**config.mk**
```make
export PLATFORM = sky130hd
export DESIGN_NAME = ram_fifo_ctrl
export DESIGN_NICKNAME = d
export VERILOG_FILES = /design/src/rtl/ram_fifo_ctrl.sv
export SDC_FILE = /design/constraint.sdc
export NUM_CORES = 1
export LEC_CHECK = 0
export CELL_PAD_IN_SITES_DETAIL_PLACEMENT = 0
export CELL_PAD_IN_SITES_GLOBAL_PLACEMENT = 1
export CORE_MARGIN = 10
export CORE_UTILIZATION = 35
export CTS_CLUSTER_SIZE = 8
export DETAILED_ROUTE_END_ITERATION = 12
export PLACE_DENSITY = 0.78
export SYNTH_ARGS = -nofsm -noshare
export SYNTH_HDL_FRONTEND = slang
export SYNTH_SLANG_ARGS = --single-unit
```
**constraint.sdc**
```tcl
create_clock -name clk_core -period 17.1 [get_ports clk_core]
set_clock_uncertainty 0.2 [all_clocks]
set_input_delay 2.565 -clock clk_core [delete_from_list [all_inputs] [get_ports clk_core]]
set_output_delay 2.565 -clock clk_core [all_outputs]
set_load 0.005 [all_outputs]
```
**src/rtl/ram_fifo_ctrl.sv**
```systemverilog
// Stream FIFO backed by a ring buffer in external burst memory.
// Words are staged into the memory write FIFO, committed with a write burst, then read back in bursts.
module ram_fifo_ctrl #(
    parameter int unsigned Nb          = 16,
    parameter int unsigned Nb_addr     = 23,
    parameter int unsigned Nb_bl       = 6,
    parameter int unsigned Nb_inst     = 3,
    parameter int unsigned INSTR_WRITE = 0,
    parameter int unsigned INSTR_READ  = 1,
    parameter int unsigned BURST       = 16,
    parameter int unsigned RING_LOG2   = 16,
    parameter int unsigned BASE_ADDR   = 0
) (
    input  logic                 clk_core,
    input  logic                 reset,
    input  logic [Nb-1:0]        in_data,
    input  logic                 in_valid,
    output logic                 in_ready,
    output logic [Nb-1:0]        out_data,
    output logic                 out_valid,
    input  logic                 out_ready,
    input  logic                 flush,
    output logic                 flush_busy,
    output logic                 flush_done,
    output logic [RING_LOG2:0]   level,
    output logic [Nb_bl-1:0]     cmd_bl,
    output logic [Nb_inst-1:0]   cmd_instr,
    output logic [Nb_addr-1:0]   cmd_addr,
    output logic                 cmd_valid,
    input  logic                 cmd_ready,
    output logic [Nb-1:0]        wr_data,
    output logic                 wr_valid,
    input  logic                 wr_ready,
    input  logic [Nb-1:0]        rd_data,
    input  logic                 rd_valid,
    output logic                 rd_ready
);

    localparam int unsigned RING_WORDS = 1 << RING_LOG2;

    typedef logic [RING_LOG2:0]   cnt_t;
    typedef logic [RING_LOG2-1:0] ptr_t;

    localparam cnt_t RingCnt  = cnt_t'(RING_WORDS);
    localparam cnt_t BurstCnt = cnt_t'(BURST);

    typedef enum logic [1:0] {StIdle, StWrCmd, StRdCmd} state_e;

    state_e             state_q, state_d;
    cnt_t               staged_q, staged_d;
    cnt_t               committed_q, committed_d;
    cnt_t               rd_pending_q, rd_pending_d;
    ptr_t               wr_ptr_q, wr_ptr_d;
    ptr_t               rd_ptr_q, rd_ptr_d;
    cnt_t               cmd_len_q, cmd_len_d;
    logic               flush_busy_q, flush_busy_d;
    logic               flush_done_q, flush_done_d;
    logic [Nb_bl-1:0]   cmd_bl_q, cmd_bl_d;
    logic [Nb_inst-1:0] cmd_instr_q, cmd_instr_d;
    logic [Nb_addr-1:0] cmd_addr_q, cmd_addr_d;

    cnt_t wr_room, wl, rd_room, rd_lim, rl, level_c;
    logic write_go, read_go, in_xfer, out_xfer, wr_accept, rd_accept;

    always_comb begin
        wr_room = RingCnt - {1'b0, wr_ptr_q};
        wl      = (wr_room < BurstCnt) ? wr_room : BurstCnt;
        rd_room = RingCnt - {1'b0, rd_ptr_q};
        rd_lim  = (rd_room < BurstCnt) ? rd_room : BurstCnt;
        rl      = (committed_q < rd_lim) ? committed_q : rd_lim;
        level_c = staged_q + committed_q + rd_pending_q;

        write_go = (staged_q == wl) || (flush_busy_q && staged_q != '0);
        read_go  = (rd_pending_q == '0) && (committed_q != '0) &&
                   ((committed_q >= rd_lim) || flush_busy_q);

        // No new staging during a flush so the drain terminates.
        in_ready  = !reset && (state_q == StIdle) && wr_ready && (staged_q < wl) &&
                    (level_c < RingCnt) && !flush_busy_q;
        wr_valid  = in_valid && in_ready;
        out_valid = !reset && rd_valid && (rd_pending_q != '0);
        rd_ready  = !reset && out_ready && (rd_pending_q != '0);
        in_xfer   = wr_valid;
        out_xfer  = out_valid && out_ready;
        wr_accept = (state_q == StWrCmd) && cmd_ready;
        rd_accept = (state_q == StRdCmd) && cmd_ready;
    end

    assign wr_data    = in_data;
    assign out_data   = rd_data;
    assign level      = level_c;
    assign cmd_valid  = (state_q != StIdle);
    assign cmd_bl     = cmd_bl_q;
    assign cmd_instr  = cmd_instr_q;
    assign cmd_addr   = cmd_addr_q;
    assign flush_busy = flush_busy_q;
    assign flush_done = flush_done_q;

    always_comb begin
        state_d     = state_q;
        cmd_len_d   = cmd_len_q;
        cmd_bl_d    = cmd_bl_q;
        cmd_instr_d = cmd_instr_q;
        cmd_addr_d  = cmd_addr_q;
        case (state_q)
            StIdle: begin
                if (write_go) begin
                    state_d     = StWrCmd;
                    cmd_len_d   = staged_q;
                    cmd_bl_d    = Nb_bl'(staged_q - cnt_t'(1));
                    cmd_instr_d = Nb_inst'(INSTR_WRITE);
                    cmd_addr_d  = Nb_addr'(BASE_ADDR) + Nb_addr'(wr_ptr_q);
                end else if (read_go) begin
                    state_d     = StRdCmd;
                    cmd_len_d   = rl;
                    cmd_bl_d    = Nb_bl'(rl - cnt_t'(1));
                    cmd_instr_d = Nb_inst'(INSTR_READ);
                    cmd_addr_d  = Nb_addr'(BASE_ADDR) + Nb_addr'(rd_ptr_q);
                end
            end
            StWrCmd, StRdCmd: begin
                if (cmd_ready) state_d = StIdle;
            end
            default: state_d = StIdle;
        endcase
    end

    // Stream transfers and command acceptance may coincide; all deltas apply together.
    always_comb begin
        staged_d     = staged_q + (in_xfer ? cnt_t'(1) : '0) - (wr_accept ? cmd_len_q : '0);
        committed_d  = committed_q + (wr_accept ? cmd_len_q : '0) - (rd_accept ? cmd_len_q : '0);
        rd_pending_d = rd_pending_q - (out_xfer ? cnt_t'(1) : '0) + (rd_accept ? cmd_len_q : '0);
        wr_ptr_d     = wr_accept ? wr_ptr_q + cmd_len_q[RING_LOG2-1:0] : wr_ptr_q;
        rd_ptr_d     = rd_accept ? rd_ptr_q + cmd_len_q[RING_LOG2-1:0] : rd_ptr_q;
        flush_busy_d = flush_busy_q ? (level_c != '0) : flush;
        flush_done_d = flush_busy_q && (level_c == '0);
    end

    always_ff @(posedge clk_core) begin
        if (reset) begin
            state_q      <= StIdle;
            staged_q     <= '0;
            committed_q  <= '0;
            rd_pending_q <= '0;
            wr_ptr_q     <= '0;
            rd_ptr_q     <= '0;
            cmd_len_q    <= '0;
            flush_busy_q <= 1'b0;
            flush_done_q <= 1'b0;
            cmd_bl_q     <= '0;
            cmd_instr_q  <= '0;
            cmd_addr_q   <= '0;
        end else begin
            state_q      <= state_d;
            staged_q     <= staged_d;
            committed_q  <= committed_d;
            rd_pending_q <= rd_pending_d;
            wr_ptr_q     <= wr_ptr_d;
            rd_ptr_q     <= rd_ptr_d;
            cmd_len_q    <= cmd_len_d;
            flush_busy_q <= flush_busy_d;
            flush_done_q <= flush_done_d;
            cmd_bl_q     <= cmd_bl_d;
            cmd_instr_q  <= cmd_instr_d;
            cmd_addr_q   <= cmd_addr_d;
        end
    end

endmodule

```
==> metrics.txt <==
# TYPE chip_impl_metric gauge
chip_impl_info{name="outcome",value="completed"} 1
chip_impl_metric{name="cp_max_fo",unit=""} 7
chip_impl_metric{name="grt_max_degree",unit=""} 62
chip_impl_metric{name="met2_usage",unit="%"} 29.2
chip_impl_metric{name="sequentialPowerShare",unit="%"} 20.9
chip_impl_metric{name="logic_depth_of_the_worst_register_to_register_path",unit=""} 29
chip_impl_metric{name="finalHoldWorstSlack",unit="ns"} 0.296
chip_impl_info{name="cell_breakdown_of_the_critical_path",value="nor3_1, nand3_1, or3_1, nor4_1, mux2i_1, nor4_2, nand2_1, ha_1, nor2b_1, o21a_1, o21a_1, o21a_1, o21ai_0, nand2b_1, a221o_1, a211oi_1, and2_1, clkdlybuf4s50_1"} 1
chip_impl_metric{name="ratio_of_cells_with_drive_above_1_in_the_final_layout",unit="%"} 3.89
chip_impl_info{name="root_buffer",value="sky130_fd_sc_hd__clkbuf_16"} 1
chip_impl_metric{name="fill_cells",unit=""} 3479
chip_impl_metric{name="hold_viol_final",unit=""} 0
chip_impl_metric{name="nets",unit=""} 1799
chip_impl_info{name="setup.worst_path.class",value="register to primary output"} 1
chip_impl_metric{name="floorplan_die_area",unit="um^2"} 42100
chip_impl_metric{name="grt_overflow",unit=""} 0
chip_impl_metric{name="report.final.slew_viol_count",unit=""} 0
chip_impl_metric{name="first_global_vias",unit=""} 10500
chip_impl_metric{name="initial_antenna_violation_count",unit=""} 0
chip_impl_metric{name="finalCoreUtilization",unit="%"} 39.6
chip_impl_info{name="hold_path.class",value="register to register"} 1
chip_impl_metric{name="grtUsageMet3",unit="%"} 2.86
chip_impl_metric{name="grt_first_pass_wirelength",unit="um"} 56800
chip_impl_metric{name="die_height",unit="um"} 205
chip_impl_metric{name="cts-buffers-inserted",unit=""} 17
chip_impl_info{name="worst_setup_path_startpoint",value="wr_ptr_q[2]"} 1
chip_impl_info{name="timing.critical_path.from_type",value="register"} 1
chip_impl_metric{name="flop_and_latch_count_out_of_synthesis",unit=""} 127
chip_impl_metric{name="leak",unit="nW"} 5.95
chip_impl_metric{name="maxCapViolations",unit=""} 0
chip_impl_metric{name="totalNegativeSetupSlack",unit="ns"} 0
chip_impl_metric{name="critPathArrivalTime",unit="ns"} 5.47
chip_impl_metric{name="drcViolationCount",unit=""} 0
chip_impl_metric{name="initial_core_util",unit="%"} 35.6
chip_impl_metric{name="standard_cell_rows",unit=""} 67
chip_impl_metric{name="cts_buffer_depth",unit=""} 2
chip_impl_metric{name="hpwlAfterDp",unit="um"} 27800
chip_impl_metric{name="clkPwrFrac",unit="%"} 17.7
chip_impl_metric{name="r2r_setup_slack",unit="ns"} 9.93
chip_impl_metric{name="route.detailed.wl_per_inst",unit="um"} 17.7
chip_impl_info{name="critical_path.reg2reg.startpoint",value="wr_ptr_q[2]"} 1
chip_impl_metric{name="route.final.wire_length",unit="um"} 35700
chip_impl_metric{name="numPortBuffers",unit=""} 54
chip_impl_metric{name="post_cts.repair.setup_buffers",unit=""} 0
chip_impl_metric{name="fmax",unit="GHz"} 0.121
chip_impl_metric{name="cts.repair.resized",unit=""} 0
chip_impl_metric{name="drt_iter0_markers",unit=""} 598
chip_impl_metric{name="clk_pin_slew",unit="ns"} 0.07
chip_impl_metric{name="drtAntennaViolNets",unit=""} 0
chip_impl_metric{name="io-pin-count",unit=""} 128
chip_impl_metric{name="seq_total_area_yosys",unit="%"} 21.2
chip_impl_metric{name="preCtsSetupSlack",unit="ns"} 9.29
chip_impl_metric{name="layout.area.seq",unit="um^2"} 2540
chip_impl_metric{name="ys_types",unit=""} 76
chip_impl_info{name="postSynth.topFlopCell",value="sky130_fd_sc_hd__dfxtp_1"} 1
chip_impl_metric{name="timing_worst_slew_pin_value",unit="ns"} 1.08
chip_impl_metric{name="drt-vias-per-instance",unit=""} 5.28
chip_impl_info{name="cts_tree",value="done"} 1
chip_impl_metric{name="cts.hold.buffers_added",unit=""} 0
chip_impl_metric{name="area_growth",unit="%"} 11.2
chip_impl_metric{name="synth_largest_type_area_fraction",unit="%"} 21.2
chip_impl_info{name="worstSetupEndpoint",value="wr_valid"} 1
chip_impl_info{name="rsz0062_at_grt",value="false"} 1
chip_impl_metric{name="diodes",unit=""} 0
chip_impl_metric{name="synth_edf_count",unit=""} 0
chip_impl_metric{name="synth_warnings",unit=""} 0
chip_impl_info{name="critPathMostFrequentCell",value="sky130_fd_sc_hd__o21a_1"} 1
chip_impl_metric{name="mappedNetlistArea",unit="um^2"} 12000
chip_impl_info{name="family_of_cells_with_the_greatest_summed_delay_on_the_critical_path",value="simple AND/OR/NAND/NOR gates"} 1
chip_impl_metric{name="max-vdd-ir-drop",unit="mV"} 0.256
chip_impl_info{name="netlist_top_cells_area",value="sky130_fd_sc_hd__dfxtp_1 21%, sky130_fd_sc_hd__ha_1 17%, sky130_fd_sc_hd__fa_1 6.2%"} 1
chip_impl_metric{name="netlist_instances",unit=""} 1530
chip_impl_metric{name="power_switching_share",unit="%"} 44.8
chip_impl_metric{name="layout_worst_path_cycle_share",unit="%"} 48.2
chip_impl_metric{name="insertion_delay",unit="ns"} 0.44
chip_impl_metric{name="setup_viol",unit=""} 0
chip_impl_info{name="synthDominantAreaCellType",value="sky130_fd_sc_hd__dfxtp_1"} 1
chip_impl_metric{name="post-route-min-period",unit="ns"} 8.24
chip_impl_metric{name="multi_input_area",unit="um^2"} 8440
chip_impl_metric{name="design.core.area",unit="um^2"} 33700
chip_impl_metric{name="groute.layer.met1.usage",unit="%"} 21.2
chip_impl_metric{name="clock_sink_count",unit=""} 127
chip_impl_metric{name="cp.depth",unit=""} 18
chip_impl_info{name="crit_path_end_kind",value="primary output"} 1
chip_impl_info{name="worst_hold_startpoint",value="cmd_addr[12]"} 1
chip_impl_metric{name="vias",unit=""} 10700
chip_impl_metric{name="async_reset_ff_share",unit="%"} 0
chip_impl_metric{name="p_switching",unit="mW"} 0.973
chip_impl_metric{name="p_int",unit="mW"} 1.20
chip_impl_metric{name="max-slew-margin-rel",unit="%"} 27.6
chip_impl_metric{name="largest_stage_delay_worst_path",unit="ns"} 0.52
chip_impl_metric{name="timing.critical_path.buf_inv",unit=""} 1
chip_impl_metric{name="hold_path_stages",unit=""} 2
chip_impl_metric{name="globalRouteTotalUtil",unit="%"} 17.1
chip_impl_metric{name="fin_ws",unit="ns"} 8.86
chip_impl_metric{name="clock_h_tree_levels",unit=""} 4
chip_impl_info{name="cpMaxStageDelayCell",value="sky130_fd_sc_hd__nor4_2"} 1
chip_impl_metric{name="power.density_cell_area",unit="nW/um^2"} 163
chip_impl_metric{name="floorplan.die.width",unit="um"} 205
chip_impl_metric{name="gpl.final_weighted_congestion",unit=""} 0.869
chip_impl_metric{name="synth.avg_cell_area",unit="um^2"} 7.85
chip_impl_metric{name="worst_ep_required_time",unit="ns"} 14.34
chip_impl_metric{name="drt-pass1-iter-count",unit=""} 5
chip_impl_info{name="regToRegEndpoint",value="staged_q[16]"} 1
chip_impl_metric{name="comb_power_share",unit="%"} 61.5
chip_impl_info{name="grt.busiest_layer",value="met2"} 1
-- cell usage after synthesis (5+ instances only) --
library cell and n:
sky130_fd_sc_hd__a211oi_1 23, sky130_fd_sc_hd__a21boi_0 8, sky130_fd_sc_hd__a21o_1 23, sky130_fd_sc_hd__a21oi_1 102
sky130_fd_sc_hd__a22oi_1 12, sky130_fd_sc_hd__a311oi_1 16, sky130_fd_sc_hd__a31oi_1 20, sky130_fd_sc_hd__a41oi_1 5
sky130_fd_sc_hd__and2_1 17, sky130_fd_sc_hd__and3_1 17, sky130_fd_sc_hd__buf_4 44, sky130_fd_sc_hd__buf_6 5
sky130_fd_sc_hd__clkbuf_1 30, sky130_fd_sc_hd__dfxtp_1 127, sky130_fd_sc_hd__fa_1 37, sky130_fd_sc_hd__ha_1 166
sky130_fd_sc_hd__inv_1 164, sky130_fd_sc_hd__mux2i_1 7, sky130_fd_sc_hd__nand2_1 153, sky130_fd_sc_hd__nand2b_1 5
sky130_fd_sc_hd__nand3_1 39, sky130_fd_sc_hd__nand4_1 15, sky130_fd_sc_hd__nor2_1 149, sky130_fd_sc_hd__nor2b_1 23
sky130_fd_sc_hd__nor3_1 55, sky130_fd_sc_hd__nor4_1 25, sky130_fd_sc_hd__o2111ai_1 5, sky130_fd_sc_hd__o21a_1 14
sky130_fd_sc_hd__o21ai_0 44, sky130_fd_sc_hd__o21ai_1 5, sky130_fd_sc_hd__o31ai_1 8, sky130_fd_sc_hd__or2_2 7
sky130_fd_sc_hd__or3_1 7, sky130_fd_sc_hd__or4_1 7, sky130_fd_sc_hd__xnor2_1 48, sky130_fd_sc_hd__xor2_1 31
-- per-stage QoR --
step | instances | power, mW | area [um^2]
6_report | 2017 | 2.17 | 13400
4_1_cts | 2017 | 2.18 | 13400
2_1_floorplan | 1561 | 1.37 | 12100
3_5_place_dp | 1985 | 1.78 | 12800
3_3_place_gp | 1985 | 1.77 | 12800
5_1_grt | 2017 | 2.37 | 13400
-- area by class of cell --
cell class | instances | area share [%]
multi-input cells | 1184 | 63.2
flip-flops and latches | 127 | 19.0
inverters | 164 | 4.61
repair buffers | 62 | 4.48
well taps | 448 | 4.20
clock buffers | 17 | 3.19
clock inverters | 15 | 1.31
-- state kept, by name, summed over array words and instances (netlist names) --
name / count
cmd_bl: 6
cmd_len_q: 17
flush_done: 1
rd_ptr_q: 16
rd_pending_q: 17
flush_busy: 1
staged_q: 17
state_q: 2
cmd_addr: 16
wr_ptr_q: 16
committed_q: 17
cmd_instr: 1
-- power groups by stage --
| stage | combinational, mW | sequential, mW | clock, mW |
|---|---|---|---|
| CTS | 1.34 | 0.453 | 0.389 |
| finish | 1.34 | 0.453 | 0.384 |
| floorplan | 0.950 | 0.416 | 0 |
| global route | 1.50 | 0.463 | 0.405 |
| detailed placement | 1.32 | 0.460 | 0 |
| global placement | 1.31 | 0.459 | 0 |
-- per-layer routing --
| metal | up-vias | part of all wire (%) |
|---|---|---|
| li1 | 5336 | - |
| met1 | 5064 | 46 |
| met2 | 209 | 48 |
| met3 | 50 | 3.9 |
| met4 | 0 | 2.4 |
| met5 | - | 0 |
-- cell usage in the layout, fill, tap and decap left out, drive strengths merged, types with 26 or more instances in the layout --
| master | n |
|---|---|
| fa | 37 |
| xnor2 | 48 |
| o21ai | 49 |
| nand2 | 153 |
| dfxtp | 127 |
| nor4 | 26 |
| clkdlybuf4s50 | 53 |
| xor2 | 31 |
| inv | 172 |
| a21oi | 103 |
| nor3 | 57 |
| conb | 33 |
| ha | 166 |
| nor2 | 149 |
| nand3 | 40 |
-- kinds of logic (layout without fill, tap and decap cells) --
kind of cell	after synthesis	after routing	synth area share (%)
mux	8	8	0.677
fa+ha+maj	203	203	23.5
flops	127	127	21.2
compound gates	323	323	18.0
buf+inv	250	258	9.53
simple gates	538	538	21.4
xor+xnor	79	79	5.76
other cells	2	33	0.0625
-- worst reg2reg max path, delay by kind of cell (launching register included) --
family	cells	cell delay, ns
compound gates	14	2.92
simple gates	10	2.45
mux	1	0.14
flops	1	0.38
buf+inv	1	0.06
fa+ha+maj	3	0.88
-- worst min path at each step --
| stage | endpoint | slack (ns) |
|---|---|---|
| 2_1_floorplan | wr_ptr_q[15] | 0.26 |
| 3_3_place_gp | cmd_addr[15] | 0.29 |
| 6_report | cmd_addr[12] | 0.30 |
| 5_1_grt | cmd_addr[0] | 0.33 |
| 4_1_cts | cmd_addr[12] | 0.30 |
| 3_5_place_dp | cmd_addr[12] | 0.29 |
(Power assumes the default switching activity.)
